--- config.mk ---
export PLATFORM = sky130hd
export DESIGN_NAME = tone_write_scheduler
export DESIGN_NICKNAME = d
export VERILOG_FILES = /design/src/rtl/tone_pkg.sv /design/src/rtl/tone_write_scheduler_fifo.sv /design/src/rtl/tone_write_scheduler.sv
export SDC_FILE = /design/constraint.sdc
export NUM_CORES = 1
export LEC_CHECK = 0
export CAP_MARGIN = 10
export CORE_MARGIN = 2
export CORE_UTILIZATION = 44
export DETAILED_ROUTE_END_ITERATION = 16
export HOLD_SLACK_MARGIN = 0.1
export PLACE_DENSITY = 0.68
export SYNTH_ARGS = -nofsm -noshare
export SYNTH_HDL_FRONTEND = slang
export SYNTH_SLANG_ARGS = --single-unit
--- constraint.sdc ---
create_clock -name clk_in -period 7.1 [get_ports clk_in]
set_input_delay 1.42 -clock clk_in [delete_from_list [all_inputs] [get_ports clk_in]]
set_output_delay 1.42 -clock clk_in [all_outputs]
set_load 0.02 [all_outputs]
--- src/rtl/tone_pkg.sv ---
// Shared constants and types for the DDS tone datapath sequencer.
// Address classes and master-count phase markers are common to all tone blocks.
package tone_pkg;

    localparam int MCOUNT_W = 10;

    localparam logic [1:0] ADDR_INCR = 2'd0;
    localparam logic [1:0] ADDR_VOL  = 2'd1;
    localparam logic [1:0] ADDR_WAVE = 2'd2;

    // Datapath phases within a sample frame; the mix result is final at MIX_DONE.
    localparam int PH_ACC   = 0;
    localparam int PH_LUT   = 4;
    localparam int PH_MIX   = 8;
    localparam int MIX_DONE = 11;

    typedef struct packed {
        logic [3:0]  addr;
        logic [15:0] data;
    } wr_entry_t;

endpackage

--- src/rtl/tone_write_scheduler_fifo.sv ---
// Synchronous FIFO with flush, full/empty flags and occupancy level.
// Depth must be a power of two so the pointers wrap naturally.
module sync_fifo #(
    parameter int WIDTH = 20,
    parameter int DEPTH = 4
) (
    input  logic                     clk,
    input  logic                     rst,
    input  logic                     flush,
    input  logic                     push,
    input  logic                     pop,
    input  logic [WIDTH-1:0]         wr_data,
    output logic [WIDTH-1:0]         rd_data,
    output logic                     full,
    output logic                     empty,
    output logic [$clog2(DEPTH):0]   level
);

    localparam int AW = $clog2(DEPTH);
    localparam int LW = AW + 1;
    localparam logic [LW-1:0] FULL_LEVEL = LW'(DEPTH);

    logic [WIDTH-1:0] mem [DEPTH];
    logic [AW-1:0]    wr_ptr;
    logic [AW-1:0]    rd_ptr;
    logic             do_push;
    logic             do_pop;

    assign full    = (level == FULL_LEVEL);
    assign empty   = (level == '0);
    assign do_push = push && !full && !flush;
    assign do_pop  = pop && !empty && !flush;
    assign rd_data = mem[rd_ptr];

    // NOTE: storage has no reset; validity is tracked by the pointers and level alone.
    always_ff @(posedge clk) begin
        if (do_push) begin
            mem[wr_ptr] <= wr_data;
        end
    end

    always_ff @(posedge clk or posedge rst) begin
        if (rst) begin
            wr_ptr <= '0;
            rd_ptr <= '0;
            level  <= '0;
        end else if (flush) begin
            wr_ptr <= '0;
            rd_ptr <= '0;
            level  <= '0;
        end else begin
            if (do_push) wr_ptr <= wr_ptr + 1'b1;
            if (do_pop)  rd_ptr <= rd_ptr + 1'b1;
            case ({do_push, do_pop})
                2'b10:   level <= level + 1'b1;
                2'b01:   level <= level - 1'b1;
                default: level <= level;
            endcase
        end
    end

endmodule

--- src/rtl/tone_write_scheduler.sv ---
// Master sample counter plus a write buffer that releases host register writes
// only after the mix completes, so each frame sees one consistent configuration.
module tone_write_scheduler
    import tone_pkg::*;
#(
    parameter int PERIOD     = 1024,
    parameter int FIFO_DEPTH = 4,
    parameter int SAFE_START = 12
) (
    input  logic                          clk_in,
    input  logic                          reset_in,
    input  logic                          flush_in,
    input  logic                          wr_valid_in,
    output logic                          wr_ready_out,
    input  logic [3:0]                    wr_addr_in,
    input  logic [15:0]                   wr_data_in,
    output logic [MCOUNT_W-1:0]           master_count_out,
    output logic                          frame_start_out,
    output logic [15:0]                   data_out,
    output logic [3:0]                    addr_out,
    output logic                          data_valid_out,
    output logic [$clog2(FIFO_DEPTH):0]   fifo_level_out
);

    localparam logic [MCOUNT_W-1:0] LAST_COUNT = MCOUNT_W'(PERIOD - 1);
    localparam logic [MCOUNT_W-1:0] WIN_LO     = MCOUNT_W'(SAFE_START - 1);
    localparam logic [MCOUNT_W-1:0] WIN_HI     = MCOUNT_W'(PERIOD - 2);

    logic [MCOUNT_W-1:0] count;
    logic                full;
    logic                empty;
    logic                push;
    logic                pop;
    logic                in_window;
    wr_entry_t           in_entry;
    wr_entry_t           head;

    // NOTE: all state below uses non-blocking assignments so every register samples pre-edge values.
    always_ff @(posedge clk_in or posedge reset_in) begin
        if (reset_in) begin
            count <= '0;
        end else if (count == LAST_COUNT) begin
            count <= '0;
        end else begin
            count <= count + 1'b1;
        end
    end

    assign master_count_out = count;
    assign frame_start_out  = (count == '0);

    // Ready follows the registered level only, so a same-cycle pop never frees a slot early.
    assign wr_ready_out = !full && !reset_in;
    assign push         = wr_valid_in && wr_ready_out;
    assign in_entry     = '{addr: wr_addr_in, data: wr_data_in};

    // Decide one cycle early so the strobe lands in [SAFE_START, PERIOD-1].
    assign in_window = (count >= WIN_LO) && (count <= WIN_HI);
    assign pop       = !empty && in_window && !flush_in;

    sync_fifo #(
        .WIDTH ($bits(wr_entry_t)),
        .DEPTH (FIFO_DEPTH)
    ) u_fifo (
        .clk     (clk_in),
        .rst     (reset_in),
        .flush   (flush_in),
        .push    (push),
        .pop     (pop),
        .wr_data (in_entry),
        .rd_data (head),
        .full    (full),
        .empty   (empty),
        .level   (fifo_level_out)
    );

    always_ff @(posedge clk_in or posedge reset_in) begin
        if (reset_in) begin
            data_valid_out <= 1'b0;
            data_out       <= '0;
            addr_out       <= '0;
        end else begin
            data_valid_out <= pop;
            if (pop) begin
                data_out <= head.data;
                addr_out <= head.addr;
            end
        end
    end

endmodule
==> impl_metrics.ini <==
[timing]
hold_viol = 0
setup_viol = 0
rsz0062_at_grt = no
finalCritPeriodShare_pct = 64.1
worst_slew_pin_slew_ns = 1.04
drv_slew = 0
setup-tns-final_ns = 0
fin_skew_ns = 0.00434
fin_crit_ns = 4.55
maxSlewHeadroom_pct = 30.4
timing.fmax_mhz = 220

[synthesis]
async_flop_share_pct = 32.2
synth_compound_area_share_pct = 1.74
synth.avg_cell_area_um2 = 19.0
yosys.area_share.simple_pct = 6.99
synth.largest_area_cell = edfxtp_1
netlist_instances = 254
synth.top_cell.area_share_pct = 49.9
syn_nets = 286
synthTopCellsByArea = edfxtp_1, dfrtp_1, mux4_2, mux2_4, ha_1
ys_types = 46
synth-xor-area-share_pct = 2.10
synth_adder_area_share_pct = 2.23
yosysWarnings = 0
synth_enable_flop_cells = 80
synth_seq_cells = 118
synth_top_family_by_area = multiplexers
yosysSeqAreaShare_pct = 69.6
muxShareOfSynthArea_pct = 15.7
ys.flop_type = edfxtp_1
synth_area_mm2 = 0.00482

[floorplan]
dieArea_mm2 = 0.0118
initial_utilization_pct = 44.8
fp.dieH_um = 109
rows = 38
core-area_mm2 = 0.0107
die_w_um = 109
num_io_pins = 60

[route]
wl_per_cell_um = 17.1
drt_iter0_markers = 136
vias_per_cell = 5.10
num_vias = 2460
wl_um = 8250
drc = 0
drt_pass1_iterations = 5
ant_nets = 0

[clock_tree]
holdBufCountCts = 0
cts_tree = built
clkTransAtPathRegs_ns = 0.06
post_cts_buffers = 0
h-tree-depth = 4
cts_resized = 0
cts_root_buf = clkbuf_8
cts_buffer_depth = 2
cts_buffers = 17
clock_latency_ns = 0.51
clock-sinks = 118

[setup_path]
regToRegEndpoint = u_fifo.level[1]$_DFFE_PP0P_
crit_required_ns = 5.68
ff2ff_setup_slack_ns = 4.61
cp-endpoint = wr_ready_out
critical_path.top_delay_family = buffers and inverters
r2r_cells = 9
startpoint_type = input port
crit_arrival_ns = 3.13
worst-path-max-fanout = 39
cp_cell_sequence = clkdlybuf4s50_1 -> clkinv_1 -> buf_4 -> and2_1 -> clkdlybuf4s50_1
cp_num_cells = 5
crit_slowest_cell = clkdlybuf4s50_1
r2r-start = master_count_out[1]$_DFF_PP0_
setup.worst_path.class = in2out
critPathLaunch = reset_in
crit_buf_inv = 4
endpoint_kind = output pin
max_stage_delay_ns = 0.59
crit_path_frequent_cell = clkdlybuf4s50_1

[run_status]
status = finished, final reports clean

[flow_run]
cap_violations = 0

[placement]
portBuffers = 59
place_congestion = 0.784
place_inst = 450
dp_hpwl_um = 4980

[pwr]
powerDensity_mw_per_mm2 = 381
leakage_nw = 2.23
ir_drop_mv = 0.169

[global_route]
track_usage_pct = 16.0
gr-total-overflow = 0
grt_pass1_wl_um = 13500
antenna_found_initial = 0
grt_pass1_vias = 2553
grt_max_degree = 40

[cells_and_area]
drive_gt1_share_pct = 26.0
final_nets = 361
layout.cells.non_filler = 482
antenna_cells = 0
area_delta_synth_final_pct = 27.7

[worst_hold_path]
worstHoldPathType = reg2reg
-- placed cells by master, fill, tap and decap left out, types with 2 or more instances in the layout --
master | Yosys | final
nor3_1 | 3 | 3
xnor2_1 | 4 | 4
mux4_2 | 20 | 20
nand3_1 | 5 | 5
dfrtp_1 | 38 | 38
and2_1 | 3 | 3
nand2_1 | 7 | 7
mux2_4 | 19 | 19
buf_4 | 1 | 6
nor3b_2 | 0 | 4
a21oi_1 | 2 | 2
bufinv_16 | 0 | 2
nand4_1 | 2 | 2
clkdlybuf4s50_1 | 0 | 59
edfxtp_1 | 80 | 80
inv_1 | 6 | 5
clkbuf_16 | 0 | 16
nor2_1 | 10 | 10
nor3b_1 | 6 | 2
clkinv_2 | 0 | 7
clkinvlp_4 | 0 | 3
ha_1 | 7 | 7
nor2b_1 | 3 | 3
xor2_1 | 5 | 5
-- layer usage --
layer	part of all wire (%)	wire, um	vias to the layer above	GRT usage [%]
met1	43	3590	1266	20.2
met2	50	4130	57	25.2
met5	0	0	-	0
met4	1.5	120	0	7.51
li1	-	-	1127	-
met3	5.0	411	10	5.26
-- state kept, by name, indices dropped and copies added, names as in the netlist --
| register | flops |
|---|---|
| data_valid_out | 1 |
| u_fifo.wr_ptr | 2 |
| u_fifo.mem | 80 |
| u_fifo.level | 3 |
| addr_out | 4 |
| data_out | 16 |
| master_count_out | 10 |
| u_fifo.rd_ptr | 2 |
-- layout make-up --
type / instances / area, um2
Inverter: 6 / 22.5
Timing Repair Buffer: 65 / 636
Fill cell: 852 / 4590
Multi-Input combinational cell: 121 / 1410
Clock inverter: 14 / 135
Sequential cell: 118 / 3350
Tap cell: 140 / 175
Clock buffer: 18 / 418
-- cell usage after synthesis (all sizes together) (2+ instances only) --
library cell and instances:
nor2b 3, clkbuf 4, buf 5, xor2 5, mux2 20, nand3 6, inv 6, nor3 4
xnor2 4, dfrtp 38, nor3b 6, ha 7, and2 3, mux4 20, a21oi 2, o21ai 2
nand2 8, edfxtp 80, nand4 2, nor2 11
-- metrics by stage --
stage                     instance area, um2  worst slack [ns]  hold WS [ns]  power, W  util [%]
final                                   6150              2.55         0.495   0.00235      57.2
after global routing                    6150              2.37         0.533   0.00246      57.2
after CTS                               6150              2.49         0.502   0.00238      57.2
after detailed placement                5600              2.49         0.489   0.00158      52.1
after global placement                  5600              2.51         0.484   0.00157      52.1
after floorplan                         4820              3.10         0.543   0.00136         -
-- where the power goes --
part	leakage [nW]	internal [W]	switching [W]	total, W
logic	0.776	0.000382	0.000278	0.000660
clock network	0.270	0.000494	0.000290	0.000784
registers	1.19	0.000825	0.0000764	0.000901
total	2.23	0.00170	0.000644	0.00235
-- how the worst min path moves through the flow --
stage                                 start                            to  cells past startpoint
6_report           data_out[12]$_DFFE_PP0N_      data_out[12]$_DFFE_PP0N_                      1
5_1_grt            data_out[11]$_DFFE_PP0N_      data_out[11]$_DFFE_PP0N_                      1
4_1_cts            data_out[12]$_DFFE_PP0N_      data_out[12]$_DFFE_PP0N_                      1
3_5_place_dp       data_out[12]$_DFFE_PP0N_      data_out[12]$_DFFE_PP0N_                      1
3_3_place_gp       data_out[12]$_DFFE_PP0N_      data_out[12]$_DFFE_PP0N_                      1
2_1_floorplan  u_fifo.wr_ptr[1]$_DFFE_PP0P_  u_fifo.wr_ptr[1]$_DFFE_PP0P_                      2
-- logic make-up (layout without fill, tap and decap cells) --
family	count (synthesis)	after routing
AO/OA/AOI/OAI	10	10
XOR/XNOR	10	10
adder cells (fa/ha/maj)	8	8
buffers and inverters	15	103
flip-flops	118	118
multiplexers	41	41
AND/OR/NAND/NOR	52	52
No activity file was read; power rests on OpenSTA's default activity.
